## src/rtl/td4_pkg.sv

```systemverilog
// -----------------------------------------------------------------------------
// td4_pkg
// Shared definitions for the TD4 program loader:
//   - default memory geometry and idle timeout
//   - program word type
//   - loader state encoding
//   - checksum helper used when TD4_LOADER_CHECKSUM_EN is defined
// -----------------------------------------------------------------------------
package td4_pkg;

    localparam int TD4_DEPTH   = 16;
    localparam int TD4_WIDTH   = 8;
    localparam int TD4_AW      = $clog2(TD4_DEPTH);
    localparam int TD4_TIMEOUT = 1000000;

    typedef logic [TD4_WIDTH-1:0] word_t;

    typedef enum logic [2:0] {
        IDLE  = 3'd0,
        LOAD  = 3'd1,
        CHECK = 3'd2,
        RUN   = 3'd3,
        ERROR = 3'd4
    } loader_state_t;

    // A good image sums (program bytes + checksum byte) to zero modulo 256.
    function automatic logic checksum_ok(input word_t sum, input word_t csum);
        word_t total;
        total = sum + csum;
        return (total == word_t'(0));
    endfunction

endpackage

```

## src/rtl/td4_prog_ram.sv

```systemverilog
// -----------------------------------------------------------------------------
// td4_prog_ram
// DEPTH x WIDTH program memory: one synchronous write port, one asynchronous
// read port, asynchronous clear-to-zero on reset. A read of the address being
// written in the same cycle returns the old word (write lands at the edge).
// Ports:
//   clock  in  1      write clock
//   reset  in  1      async active-high, zeroes every word
//   we     in  1      write enable
//   waddr  in  AW     write address
//   wdata  in  WIDTH  write data
//   raddr  in  AW     read address
//   rdata  out WIDTH  mem[raddr], combinational
// -----------------------------------------------------------------------------
module td4_prog_ram #(
    parameter int DEPTH = 16,
    parameter int WIDTH = 8
) (
    input  logic                     clock,
    input  logic                     reset,
    input  logic                     we,
    input  logic [$clog2(DEPTH)-1:0] waddr,
    input  logic [WIDTH-1:0]         wdata,
    input  logic [$clog2(DEPTH)-1:0] raddr,
    output logic [WIDTH-1:0]         rdata
);

    logic [WIDTH-1:0] mem_r [DEPTH];

    // Storage array: cleared on reset, written on enabled clock edges.
    always_ff @(posedge clock or posedge reset) begin
        if (reset) begin
            for (int i = 0; i < DEPTH; i++) begin
                mem_r[i] <= '0;
            end
        end else if (we) begin
            mem_r[waddr] <= wdata;
        end
    end

    assign rdata = mem_r[raddr];

endmodule

```

## src/rtl/td4_prog_loader.sv

```systemverilog
// -----------------------------------------------------------------------------
// td4_prog_loader
// Owns the TD4 program memory, fills it from a byte stream and holds the core
// in reset (cpu_run=0) until a complete image has been loaded.
// Optional feature macro: TD4_LOADER_CHECKSUM_EN -- after DEPTH program bytes
// one extra checksum byte is expected; the image is accepted only if all
// bytes plus the checksum sum to zero modulo 256.
// Ports:
//   clock       in   1       single clock, posedge
//   reset       in   1       async active-high, clears all state and memory
//   load_req    in   1       start/restart a load (beats every other input)
//   run_req     in   1       release core without loading (IDLE only)
//   rx_data     in   WIDTH   incoming program byte
//   rx_valid    in   1       rx_data valid
//   rx_ready    out  1       loader accepts a byte this cycle
//   fetch_addr  in   AW      core instruction pointer
//   fetch_data  out  WIDTH   mem[fetch_addr], combinational
//   cpu_run     out  1       1 = core runs (core active-low reset)
//   busy        out  1       1 while loading / checking
//   error       out  1       1 in ERROR
//   load_count  out  AW+1    words written in current/last load
// -----------------------------------------------------------------------------
module td4_prog_loader
    import td4_pkg::*;
#(
    parameter int DEPTH          = TD4_DEPTH,
    parameter int WIDTH          = TD4_WIDTH,
    parameter int TIMEOUT_CYCLES = TD4_TIMEOUT
) (
    input  logic                     clock,
    input  logic                     reset,
    input  logic                     load_req,
    input  logic                     run_req,
    input  logic [WIDTH-1:0]         rx_data,
    input  logic                     rx_valid,
    output logic                     rx_ready,
    input  logic [$clog2(DEPTH)-1:0] fetch_addr,
    output logic [WIDTH-1:0]         fetch_data,
    output logic                     cpu_run,
    output logic                     busy,
    output logic                     error,
    output logic [$clog2(DEPTH):0]   load_count
);

    localparam int AW = $clog2(DEPTH);
    localparam int TW = (TIMEOUT_CYCLES > 1) ? $clog2(TIMEOUT_CYCLES + 1) : 1;
    localparam bit TIMEOUT_EN = (TIMEOUT_CYCLES > 0);
    // Timer value at which one more idle cycle expires the timeout.
    localparam logic [TW-1:0] TMO_LAST = (TIMEOUT_CYCLES > 0) ? TW'(TIMEOUT_CYCLES - 1) : '0;
    localparam logic [AW:0]   CNT_LAST = (AW + 1)'(DEPTH - 1);
    localparam logic [AW:0]   CNT_ONE  = (AW + 1)'(1);
    localparam logic [TW-1:0] TMR_ONE  = TW'(1);

    loader_state_t   state_r;
    loader_state_t   state_s;
    logic [AW:0]     cnt_r;
    logic [TW-1:0]   timer_r;
    logic            cpu_run_r;
    logic            busy_r;
    logic            error_r;
    logic            in_rx_s;
    logic            xfer_s;
    logic            we_s;
    logic            timeout_s;
`ifdef TD4_LOADER_CHECKSUM_EN
    logic [WIDTH-1:0] sum_r;
`endif

    assign in_rx_s   = (state_r == LOAD) || (state_r == CHECK);
    assign rx_ready  = in_rx_s && !load_req;
    assign xfer_s    = rx_valid && rx_ready;
    assign we_s      = xfer_s && (state_r == LOAD);
    assign timeout_s = TIMEOUT_EN && in_rx_s && !xfer_s && (timer_r == TMO_LAST);

    td4_prog_ram #(
        .DEPTH (DEPTH),
        .WIDTH (WIDTH)
    ) u_ram (
        .clock (clock),
        .reset (reset),
        .we    (we_s),
        .waddr (cnt_r[AW-1:0]),
        .wdata (rx_data),
        .raddr (fetch_addr),
        .rdata (fetch_data)
    );

    // State register.
    always_ff @(posedge clock or posedge reset) begin
        if (reset) begin
            state_r <= IDLE;
        end else begin
            state_r <= state_s;
        end
    end

    // Next-state logic; load_req overrides every other condition.
    always_comb begin
        state_s = state_r;
        if (load_req) begin
            state_s = LOAD;
        end else begin
            case (state_r)
                IDLE: begin
                    if (run_req) begin
                        state_s = RUN;
                    end else begin
                        state_s = IDLE;
                    end
                end
                LOAD: begin
                    if (xfer_s && (cnt_r == CNT_LAST)) begin
`ifdef TD4_LOADER_CHECKSUM_EN
                        state_s = CHECK;
`else
                        state_s = RUN;
`endif
                    end else if (timeout_s) begin
                        state_s = ERROR;
                    end else begin
                        state_s = LOAD;
                    end
                end
                CHECK: begin
`ifdef TD4_LOADER_CHECKSUM_EN
                    if (xfer_s) begin
                        state_s = checksum_ok(sum_r, rx_data) ? RUN : ERROR;
                    end else if (timeout_s) begin
                        state_s = ERROR;
                    end else begin
                        state_s = CHECK;
                    end
`else
                    // Unreachable without the checksum feature; fail safe.
                    state_s = ERROR;
`endif
                end
                RUN: begin
                    state_s = RUN;
                end
                ERROR: begin
                    state_s = ERROR;
                end
                default: begin
                    state_s = ERROR;
                end
            endcase
        end
    end

    // Load counter, idle timer and optional checksum accumulator.
    always_ff @(posedge clock or posedge reset) begin
        if (reset) begin
            cnt_r   <= '0;
            timer_r <= '0;
`ifdef TD4_LOADER_CHECKSUM_EN
            sum_r   <= '0;
`endif
        end else if (load_req) begin
            cnt_r   <= '0;
            timer_r <= '0;
`ifdef TD4_LOADER_CHECKSUM_EN
            sum_r   <= '0;
`endif
        end else if (xfer_s) begin
            timer_r <= '0;
            if (state_r == LOAD) begin
                cnt_r <= cnt_r + CNT_ONE;
`ifdef TD4_LOADER_CHECKSUM_EN
                sum_r <= sum_r + rx_data;
`endif
            end
        end else if (in_rx_s && TIMEOUT_EN) begin
            // Leaves LOAD/CHECK on expiry, so the timer cannot overflow.
            timer_r <= timer_r + TMR_ONE;
        end
    end

    // Registered output decode taken from the next state, so outputs follow
    // the state register exactly.
    always_ff @(posedge clock or posedge reset) begin
        if (reset) begin
            cpu_run_r <= 1'b0;
            busy_r    <= 1'b0;
            error_r   <= 1'b0;
        end else begin
            cpu_run_r <= (state_s == RUN);
            busy_r    <= (state_s == LOAD) || (state_s == CHECK);
            error_r   <= (state_s == ERROR);
        end
    end

    assign cpu_run    = cpu_run_r;
    assign busy       = busy_r;
    assign error      = error_r;
    assign load_count = cnt_r;

endmodule

```

## config.mk

```make
export PLATFORM = sky130hd
export DESIGN_NAME = td4_prog_loader
export DESIGN_NICKNAME = d
export VERILOG_FILES = /design/src/rtl/td4_pkg.sv /design/src/rtl/td4_prog_ram.sv /design/src/rtl/td4_prog_loader.sv
export SDC_FILE = /design/constraint.sdc
export NUM_CORES = 1
export LEC_CHECK = 0
export CAP_MARGIN = 0
export CORE_ASPECT_RATIO = 2
export CORE_MARGIN = 2
export CORE_UTILIZATION = 40
export CTS_CLUSTER_DIAMETER = 80
export DETAILED_ROUTE_END_ITERATION = 6
export PLACE_DENSITY = 0.57
export REMOVE_ABC_BUFFERS = 1
export SETUP_SLACK_MARGIN = 0.3
export SKIP_CTS_REPAIR_TIMING = 1
export SYNTH_ARGS = -nofsm -noshare
export SYNTH_HDL_FRONTEND = slang
export SYNTH_SLANG_ARGS = --single-unit
```

## constraint.sdc

```tcl
create_clock -name clock -period 8.99 [get_ports clock]
set_clock_uncertainty 0.2 [all_clocks]
set_input_delay 2.697 -clock clock [delete_from_list [all_inputs] [get_ports clock]]
set_output_delay 2.697 -clock clock [all_outputs]
set_load 0.02 [all_outputs]
```

**Word-level counts from Yosys, hierarchy flattened**

Index checks and enable logic that the tools add are counted.

- Register bits: 159
- Bits in latches: 0
- RAM bits: 0
- Memory bits (read-only): 0
- Bits of input ports: 17
- Word-level logic and storage cells: 71
- Memories kept: 0

- $add $sub $neg: 2
- $mul: 0
- Div/mod/pow operators: 0
- $lt $le $gt $ge: 3
- Equal/unequal tests: 9
- Shift-type cells: 0
- Multiplexer cells: 17
- Bitwise gates (word level): 2
- Reduce and logical (&&, ||, !) cells: 16

Operator list:

| operator | number |
|---|---|
| $bwmux 128 | 1 |
| $mux 20 | 3 |
| $bmux 8 s4 | 1 |
| $demux 8 s4 | 1 |
| $mux 8 | 3 |
| $add 20x1->20 const B | 1 |
| $eq 20x20->1 const B | 1 |
| $mux 5 | 3 |
| $eq 3x2->1 const B | 4 |
| $ge 5x5->1 const B | 2 |
| $not 4->5 | 2 |
| $mux 3 | 3 |
| $pmux 3 s3 | 1 |
| $logic_and 1x1->1 | 7 |
| $eq 3x1->1 const B | 2 |
| $add 5x1->5 const B | 1 |
| $eq 5x4->1 const B | 1 |
| $lt 5x1->1 const B | 1 |
| $reduce_bool 2->1 | 2 |
| $eq 3x3->1 const B | 1 |
| $logic_not 3->1 | 1 |
| $reduce_bool 3->1 | 1 |
| $logic_not 1->1 | 2 |
| $logic_or 1x1->1 | 2 |
| other kinds (2) | 2 |

**Longest topological paths before layout**

Gate-level depths: netlist (run 1).

- Depth in word-level cells: 13
- Mapped depth: 6

**Modules after synthesis**

A second synthesis (run 1) with hierarchy kept.

- Cell total of the unflattened synthesis: 557
- Area, all modules: 7727.4 µm²

Modules (own cells, without submodules):

| module | instances | cells an instance | area an instance (µm²) |
|---|---|---|---|
| td4_prog_ram | 1 | 367 | 5908.2 |
| td4_prog_loader | 1 | 190 | 1819.2 |

**Least setup slack after synthesis (run 1)**

Ideal clock, no wire load.

- Path kind: in2out
- From: input port fetch_addr[1]
- To: output port fetch_data[0]
- Arrival time: 4.392 ns
- Path slack: 1.701 ns
- Cell stages on the path: 5
- Cell sequence: clkbuf_1 -> buf_1 -> buf_2 -> mux4_2 -> mux4_2

- Longest elaborated chain between the ends: 4

Ends and longest elaborated chain:

| item | line | RTL |
|---|---|---|
| start: declaration | td4_prog_loader.sv:37 | `input logic [$clog2(DEPTH)-1:0] fetch_addr,` |
| $not 4->5 (not written as such) | td4_prog_ram.sv:41 | `assign rdata = mem_r[raddr];` |
| $bmux 8 s4 | td4_prog_ram.sv:41 |  |
| $mux 8 (not written as such) (2 in a row) | td4_prog_ram.sv:41 |  |
| end: declaration | td4_prog_loader.sv:38 | `output logic [WIDTH-1:0] fetch_data,` |

Every way passes these cells. The select of a mux whose other input is x is not followed.

**Worst setup path after layout (run 1)**

- From: input port fetch_addr[1]
- To: output port fetch_data[7]

Same word-level chain as after synthesis.

==> results by group, run 1 <==
Placed design
  – Routability cong.: 0.886
  – Setup WS pre-CTS: 0.695 ns
  – Port bufs: 33
  – Final HPWL DP: 12,200 µm

Pwr
  – Part of the power in registers: 46.5%
  – Clock share of power: 44.1%
  – Sw Pwr: 421 µW
  – P_leak: 0.00393 µW
  – Worst VDD drop: 0.0960 mV
  – PwrDens: 196 nW/µm²
  – Comb pwr share: 9.4%
  – Pint: 1280 µW
  – Sw frac: 24.7%

Worst setup path
  – Crit Path Class: input pin to output port
  – CP Data Arrival Time: 5.39 ns
  – Startpoint Class: input pin
  – R2R setup slack: 6.38 ns
  – Worst-path cell chain: clkdlybuf4s50_1 -> buf_4 -> mux4_2 -> mux4_2 -> clkdlybuf4s50_1
  – R2R Path Start: state_r[1]
  – CP max stage cell: clkdlybuf4s50_1
  – Max FO, Critical Path: 14
  – Worst Reg-to-Reg Cells: 4
  – Worst EP required: 6.09 ns
  – CP endpoint kind: output port
  – Crit path largest cell delay: 0.92 ns
  – R2R Path End: u_ram.mem_r[19]

Routing
  – Routed Antenna Nets: 0
  – DR DRC count: 0
  – Vias per std cell: 5.96
  – Via count: 4,657
  – Initial DRC Count: 225
  – Wire per inst: 23.0 µm
  – DR pass1 iterations: 6
  – Routed WL: 18,000 µm

Final layout
  – Inserted Diodes: 0
  – P&R area growth vs syn: 15.0%
  – Share of layout cells above drive strength 1: 37.7%
  – NumNets Final: 573

Worst hold path
  – Hold Crit Class: flop to flop
  – Min-Delay Path Depth: 1
  – HP Start: u_ram.mem_r[36]
  – Hold Path Sink: u_ram.mem_r[36]

Global route
  – Gr busiest metal: met2
  – Vias in the first global route: 5,069
  – Total gr overflow: 0
  – Grt met2 use: 34.7%
  – Met1 Track Usage GR: 22.0%
  – Largest net degree at the start of global routing: 93
  – First-pass GRT wire length: 28,800 µm
  – Total GRT Usage: 19.4%
  – Initial antenna violation count: 0
  – Met3 usage: 4.18%

STA
  – Slew margin rel.: 14.1%
  – Pin slew with the least headroom to its limit: 1.28 ns
  – Fin Setup TNS: 0 ns
  – Final min period: 8.29 ns
  – RSZ-0062 raised after global routing: no
  – Pins Over Slew Limit: 0
  – Fin. Hold Viols: 0
  – PnR worst setup slack: 0.702 ns
  – Setup violations, final: 0
  – Highest clock rate: 121 MHz
  – Period Utilization, post-route: 92.2%

Yosys
  – Post-Syn Instances: 524
  – Ys flop type: dfrtp_1
  – Mapped Avg Cell Area: 14.4 µm²
  – Post-Syn Area: 7560 µm²
  – Synth area leader: dfrtp_1
  – Post-synthesis cell type count: 45
  – Area contributors post-synth: dfrtp_1, mux2_2, mux4_2, mux2_1, or4_1
  – Synth Register Bits: 159
  – Post-synth ARST share: 100%
  – Synth top area share: 52.6%
  – Post-synth EDFFs: 0
  – Register area share after synthesis: 52.6%
  – Syn. warnings: 0

Clock tree
  – CTS root buf: clkbuf_16
  – Worst-path clk slew: 0.07 ns
  – Longest Clk Path Bufs: 2
  – Clock Latency Late Sink: 0.43 ns
  – Clock Sinks: 159
  – CTS buffer count: 17
  – CTS tree: built
  – Htree depth: 4

Floorplan
  – Die H: 198 µm
  – Die Width: 101 µm
  – Site Rows: 71
  – Initial core utilization: 40.5%
  – Die ar.: 20,100 µm²
  – Core area: 18,700 µm²
  – IO Pins: 34

Outcome
  – Outcome: finished clean

Job
  – Max_cap viols: 0
## per-layer routing
metal	vias up	wire, µm
met4	0	500
li1	2047	-
met2	92	10100
met3	27	531
met5	-	0
met1	2491	6900
## per-stage QoR
stage	total power, µW	instance area (µm²)	hold slack [ns]	instances	util (%)
after floorplan	902	7440	0.259	494	-
after global placement	963	8090	0.272	750	43.3
after detailed placement	969	8090	0.281	750	43.3
after CTS	1720	8690	0.296	782	46.6
after global routing	1770	8690	0.310	782	46.6
final	1700	8690	0.291	782	46.6
## state kept, by name, indices dropped and copies added, names as in the netlist
name and count:
error 1, cpu_run 1, load_count 5, busy 1
state_r 3, u_ram.mem_r 128, timer_r 20
## kinds of logic (layout without fill, tap and decap cells)
logic type,Yosys count,count (layout),share of synthesized area [%]
buf+inv,39,78,2.04
xor+xnor,5,5,0.579
fa+ha+maj,6,6,0.993
simple gates,102,102,8.72
compound gates,41,41,3.51
mux,172,172,31.5
flops,159,159,52.6
## cells in the mapped netlist, types with 3 or more instances
master,count
inv_1,9
mux2_2,118
buf_2,6
xnor2_1,3
mux4_2,40
ha_1,6
mux2i_1,4
a21oi_1,14
nand3_1,9
nor2_1,7
buf_1,3
mux2_1,10
or4_1,11
nand4_1,5
nor4_1,5
or3_1,6
o21ai_0,6
nand2_1,19
nand2b_1,7
nor2b_1,3
clkbuf_1,21
o31ai_1,10
nand2_2,8
and4_1,3
dfrtp_1,159
nand4_2,4
## worst max path at each step
stage | start | endpoint | slack [ns]
CTS | fetch_addr[1] | fetch_data[7] | 0.67
global route | fetch_addr[1] | fetch_data[7] | 0.63
detailed placement | fetch_addr[1] | fetch_data[7] | 0.69
floorplan | reset | busy | 1.80
global placement | fetch_addr[1] | fetch_data[3] | 0.70
finish | fetch_addr[1] | fetch_data[7] | 0.70
## cell type report
cell class                      instances  area [µm²]
Sequential cell                       159        3980
Timing Repair Buffer                   37         368
Fill cell                            1645        9960
Inverter                                9        38.8
Clock buffer                           18         439
Clock inverter                         14         169
Tap cell                              219         274
Multi-Input combinational cell        326        3430
## placed cells by master (no fill, tap or decap), drive strengths merged, types with 8 or more instances in the layout
cell type and n:
clkdlybuf4s50 32, dfrtp 159, a21oi 14, mux2 128, mux4 40, clkbuf 18
nand2 27, nand3 9, nand4 9, o31ai 10, inv 18, nor2 8
or4 11
## worst max-delay path: cells and delay by family
family | cells | cell delay [ns]
buf+inv | 3 | 1.84
mux | 2 | 0.83
## power by group through the flow
| stage | clock network [µW] | logic (µW) | registers, µW |
|---|---|---|---|
| CTS | 768 | 164 | 792 |
| global route | 799 | 174 | 796 |
| floorplan | 0 | 108 | 794 |
| finish | 750 | 160 | 791 |
| detailed placement | 0 | 163 | 805 |
| global placement | 0 | 158 | 805 |
No activity file was read; power rests on OpenSTA's default activity.
==> inputs of run 2 (changes only) <==
CORE_MARGIN = 1   (was 2)
PLACE_DENSITY = default   (was 0.57)
==> results by group, run 2 (synthesis results as in run 1) <==
Worst setup path
  – R2R setup slack: 6.41 ns (+0.03 ns)
  – Delay-heaviest family, CP: buffers and inverters
  – R2R Path Start: state_r[1]
  – CP Data Arrival Time: 5.25 ns (-0.14 ns)
  – Worst-path cell chain: clkdlybuf4s50_1 -> buf_12 -> mux4_2 -> mux4_2 -> clkdlybuf4s50_1
  – Max FO, Critical Path: 20 (+6)
  – Worst Reg-to-Reg Cells: 4 (unchanged)
  – Worst EP required: 6.09 ns (about the same)
  – Startpoint Class: input pin
  – Crit Path Class: input pin to output port
  – CP endpoint kind: output port
  – CP max stage cell: clkdlybuf4s50_1
  – Crit path largest cell delay: 0.89 ns (-0.03 ns)
  – CP Buf/Inv Count: 3 (unchanged)
  – R2R Path End: u_ram.mem_r[30]

Routing
  – DR pass1 iterations: 4 (-2)
  – Met3 routed WL: 574 µm (+8.1%)
  – Initial DRC Count: 202 (-10%)
  – Wire per inst: 23.6 µm (+2.3%)
  – Via count: 4,657 (unchanged)
  – Vias per std cell: 5.96 (+0.13%)
  – Metal-1 WL: 6580 µm (-4.6%)
  – Met2 wire length: 10,600 µm (+5.0%)
  – Top routing layer in use: met4
  – DR DRC count: 0 (unchanged)
  – Routed Antenna Nets: 0 (unchanged)
  – Routed WL: 18,400 µm (+2.1%)

Placed design
  – Final HPWL DP: 12,500 µm (+2.4%)
  – Routability cong.: 0.824 (-7.1%)
  – Port bufs: 33 (unchanged)
  – Setup WS pre-CTS: 0.823 ns (+0.128 ns)
  – Placed inst area: 8110 µm² (+0.29%)

STA
  – Period Utilization, post-route: 90.6% (-1.6 points)
  – Setup violations, final: 0 (unchanged)
  – Pins Over Slew Limit: 0 (unchanged)
  – RSZ-0062 raised after global routing: no
  – Final min period: 8.14 ns (-0.144 ns)
  – PnR worst setup slack: 0.846 ns (+0.144 ns)
  – Fin Setup TNS: 0 ns (unchanged)
  – Fin. Hold Viols: 0 (unchanged)
  – Slew margin rel.: 18.3% (+4.3 points)
  – Highest clock rate: 123 MHz (+1.8%)
  – Pin slew with the least headroom to its limit: 1.22 ns (-0.0635 ns)

Global route
  – First-pass GRT wire length: 29,200 µm (+1.6%)
  – Largest net degree at the start of global routing: 93 (unchanged)
  – Initial antenna violation count: 0 (unchanged)
  – Vias in the first global route: 5,078 (+0.18%)
  – Total GRT Usage: 20.4% (+1.0 points)
  – Total gr overflow: 0 (unchanged)

Worst hold path
  – Min-Delay Path Depth: 1 (unchanged)
  – Hold Path Sink: u_ram.mem_r[35]
  – Hold Crit Class: flop to flop
  – HP Start: u_ram.mem_r[35]

Clock tree
  – CTS buffer count: 17 (unchanged)
  – Clock Latency Late Sink: 0.43 ns (about the same)
  – Longest Clk Path Bufs: 2 (unchanged)
  – Worst-path clk slew: 0.06 ns (about the same)
  – Htree depth: 4 (unchanged)
  – CTS tree: built
  – Clock Sinks: 159 (unchanged)
  – CTS root buf: clkbuf_16

Floorplan
  – IO Pins: 34 (unchanged)
  – Initial core utilization: 41.1% (+0.58 points)
  – Die H: 196 µm (-1.0%)
  – Core area: 18,400 µm² (-1.4%)
  – Die ar.: 19,500 µm² (-3.0%)
  – Die Width: 99.2 µm (-2.0%)
  – Site Rows: 70 (-1.4%)

Final layout
  – Leading cell type in the layout, fill and taps excluded: dfrtp_1
  – Inserted Diodes: 0 (unchanged)
  – Most frequent cells in the layout: dfrtp_1, mux2_2, mux4_2
  – NumNets Final: 575 (+0.35%)
  – Share of layout cells above drive strength 1: 37.5% (-0.13 points)
  – Biggest register: u_ram.mem_r
  – # fillers: 1,648 (+0.18%)
  – Finished Cell Area: 8720 µm² (+0.36%)
  – Max reg flops: 128 (unchanged)
  – P&R area growth vs syn: 15.4%
  – Util after Layout: 47.4% (+0.84 points)

Pwr
  – Overall power: 1710 µW (+0.23%)
  – Part of the power in registers: 46.5% (about the same)
  – Pint: 1310 µW (+2.2%)
  – Comb pwr share: 9.5% (about the same)
  – Worst VDD drop: 0.109 mV (+13%)
  – Sw frac: 23.2% (-1.5 points)
  – Clock share of power: 44.0% (about the same)
  – PwrDens: 196 nW/µm² (-0.13%)
  – P_leak: 0.00394 µW (+0.10%)
  – Sw Pwr: 397 µW (-5.8%)

Outcome
  – Outcome: finished clean

Job
  – Max_cap viols: 0 (unchanged)
run 2: layout make-up:
| cell class | count | area [µm²] | area share (%) |
|---|---|---|---|
| clock inverter | 11 | 155 | 1.78 |
| sequential | 159 | 3980 | 45.6 |
| clock buffer | 21 | 460 | 5.28 |
| multi-input combinational | 326 | 3430 | 39.3 |
| timing repair buffer | 39 | 395 | 4.53 |
| tap | 216 | 270 | 3.10 |
| inverter | 9 | 38.8 | 0.445 |
run 2: worst max path at each step:
stage             startpoint             to  slack, ns  cells past startpoint
5_1_grt        fetch_addr[1]  fetch_data[7]       0.78                      5
3_3_place_gp   fetch_addr[1]  fetch_data[6]       0.84                      4
2_1_floorplan          reset           busy       1.80                      1
6_report       fetch_addr[1]  fetch_data[7]       0.85                      5
3_5_place_dp   fetch_addr[1]  fetch_data[6]       0.82                      4
4_1_cts        fetch_addr[1]  fetch_data[6]       0.82                      4
run 2: per-layer routing:
layer / vias up / track usage (%)
met5: - / 0
met4: 0 / 10.3
met3: 40 / 3.37
met2: 116 / 38.3
met1: 2457 / 21.6
li1: 2044 / -
run 2: stage by stage:
step,cells,hold slack (ns)
2_1_floorplan,494,0.259
3_3_place_gp,749,0.270
3_5_place_dp,749,0.280
4_1_cts,781,0.294
5_1_grt,781,0.309
6_report,781,0.292
run 2: power by group through the flow:
stage,sequential [µW],combinational (µW),clock (µW)
6_report,793,162,751
5_1_grt,799,177,793
4_1_cts,794,165,767
3_5_place_dp,807,165,0
3_3_place_gp,806,159,0
2_1_floorplan,794,108,0
==> inputs of run 3 (changes only) <==
CTS_CLUSTER_SIZE = 20   (was default)
REMOVE_ABC_BUFFERS = default   (was 1)
==> results by group, run 3 (synthesis results as in run 1) <==
Outcome
  – Outcome: finished clean

Worst setup path
  – Delay-heaviest family, CP: buffers and inverters
  – Crit path largest cell delay: 0.56 ns (-0.33 ns)
  – Worst-path cell chain: clkdlybuf4s50_1 -> buf_12 -> mux4_2 -> mux4_2 -> clkdlybuf4s50_1
  – Startpoint Class: input pin
  – CP Data Arrival Time: 5.03 ns (-0.22 ns)
  – Max FO, Critical Path: 32 (+60%)
  – Crit Path Class: input pin to output port
  – CP endpoint kind: output port
  – Worst EP required: 6.09 ns (about the same)
  – CP Buf/Inv Count: 3 (unchanged)
  – CP max stage cell: clkdlybuf4s50_1

Global route
  – Vias in the first global route: 4,870 (-4.1%)
  – Total GRT Usage: 19.2% (-1.3 points)
  – Total gr overflow: 0 (unchanged)
  – Largest net degree at the start of global routing: 83 (-11%)
  – Initial antenna violation count: 0 (unchanged)
  – First-pass GRT wire length: 27,600 µm (-5.8%)

Final layout
  – Util after Layout: 47.1% (-0.35 points)
  – Most frequent cells in the layout: dfrtp_1, mux2_2, mux4_2
  – Inserted Diodes: 0 (unchanged)
  – Leading cell type in the layout, fill and taps excluded: dfrtp_1
  – P&R area growth vs syn: 14.6%
  – Max reg flops: 128 (unchanged)
  – Biggest register: u_ram.mem_r
  – Share of layout cells above drive strength 1: 37.1% (-0.38 points)
  – NumNets Final: 572 (-0.52%)

Job
  – Max_cap viols: 0 (unchanged)

Floorplan
  – IO Pins: 34 (unchanged)
  – Initial core utilization: 41.1% (unchanged)
  – Site Rows: 70 (unchanged)
  – Die H: 196 µm (unchanged)
  – Die ar.: 19,500 µm² (unchanged)
  – Core area: 18,400 µm² (unchanged)
  – Die Width: 99.2 µm (unchanged)

Routing
  – Wire per inst: 22.1 µm (-6.3%)
  – DR pass1 iterations: 4 (unchanged)
  – Routed Antenna Nets: 0 (unchanged)
  – Routed WL: 17,100 µm (-6.9%)
  – Via count: 4,530 (-2.7%)
  – Initial DRC Count: 134 (-34%)
  – Vias per std cell: 5.84 (-2.1%)
  – DR DRC count: 0 (unchanged)

Placed design
  – Final HPWL DP: 11,300 µm (-9.6%)
  – Routability cong.: 0.786 (-4.6%)
  – Setup WS pre-CTS: 1.05 ns (+0.227 ns)
  – Port bufs: 33 (unchanged)

Clock tree
  – Clock Latency Late Sink: 0.42 ns (about the same)
  – CTS root buf: clkbuf_16
  – Clock Sinks: 159 (unchanged)
  – Htree depth: 4 (unchanged)
  – Worst-path clk slew: 0.06 ns (about the same)
  – CTS tree: built
  – CTS buffer count: 17 (unchanged)
  – Longest Clk Path Bufs: 2 (unchanged)

STA
  – RSZ-0062 raised after global routing: no
  – Slew margin rel.: 21.8% (+3.5 points)
  – Fin Hold WS: 0.293 ns (+0.000487 ns)
  – Highest clock rate: 126 MHz (+2.7%)
  – Final min period: 7.93 ns (-0.215 ns)
  – Pin slew with the least headroom to its limit: 1.17 ns (-0.0517 ns)
  – Setup violations, final: 0 (unchanged)
  – Fin. Hold Viols: 0 (unchanged)
  – Period Utilization, post-route: 88.2% (-2.4 points)
  – Pins Over Slew Limit: 0 (unchanged)
  – Fin Setup TNS: 0 ns (unchanged)
  – PnR worst setup slack: 1.06 ns (+0.215 ns)

Pwr
  – PwrDens: 193 nW/µm² (-1.5%)
  – Comb pwr share: 9.6% (about the same)
  – P_leak: 0.00391 µW (-0.55%)
  – Worst VDD drop: 0.114 mV (+4.7%)
  – Sw Pwr: 376 µW (-5.3%)
  – Part of the power in registers: 47.3% (+0.8 points)
  – Pint: 1290 µW (-1.3%)
  – Sw frac: 22.5% (-0.73 points)
  – Overall power: 1670 µW (-2.2%)
  – Clock share of power: 43.1% (-0.9 points)

Worst hold path
  – Hold Crit Class: flop to flop

Yosys
  – Net count after synthesis: 547
-- run 3: cell count changes in the layout (fill, tap and decap cells not counted), sizes merged --
cell / before / now
clkinv: 1 / 6
buf: 7 / 4
inv: 12 / 9
clkbuf: 21 / 19
clkinvlp: 4 / 2
-- run 3: cell type report --
| cell class | count | area (µm²) |
|---|---|---|
| well taps | 216 | 270 |
| multi-input cells | 326 | 3430 |
| clock inverters | 11 | 143 |
| inverters | 9 | 38.8 |
| clock buffers | 19 | 443 |
| fillers | 1632 | 9730 |
| flip-flops and latches | 159 | 3980 |
| repair buffers | 36 | 360 |
-- run 3: path summary, 6_finish.rpt --
kind / from / end / slack [ns] / cells after the start
min in group asynchronous: reset / u_ram.mem_r[109] / 2.56 / 2
hold reg to reg: u_ram.mem_r[33] / u_ram.mem_r[33] / 0.29 / 1
setup reg to reg: state_r[1] / u_ram.mem_r[7] / 6.44 / 4
hold / removal: u_ram.mem_r[33] / u_ram.mem_r[33] / 0.29 / 1
setup / recovery: fetch_addr[1] / fetch_data[6] / 1.06 / 5
max in group asynchronous: reset / u_ram.mem_r[95] / 4.46 / 3
-- run 3: power groups by stage --
stage / Clock [µW] / Combinational [µW] / Sequential, µW
floorplan: 0 / 120 / 794
global placement: 0 / 158 / 799
detailed placement: 0 / 163 / 802
CTS: 736 / 164 / 789
global route: 766 / 174 / 794
finish: 719 / 160 / 789
-- run 3: per-stage QoR --
stage	instances	cell area (µm²)
floorplan	524	7560
global placement	746	8070
finish	776	8660
CTS	776	8660
global route	776	8660
detailed placement	746	8070
-- run 3: per-layer routing --
| layer | vias up | global-route usage [%] | routed length (µm) |
|---|---|---|---|
| met2 | 63 | 35.1 | 9500 |
| met5 | - | 0 | 0 |
| met3 | 28 | 3.12 | 315 |
| met1 | 2402 | 21.2 | 6790 |
| li1 | 2037 | - | - |
| met4 | 0 | 9.26 | 521 |
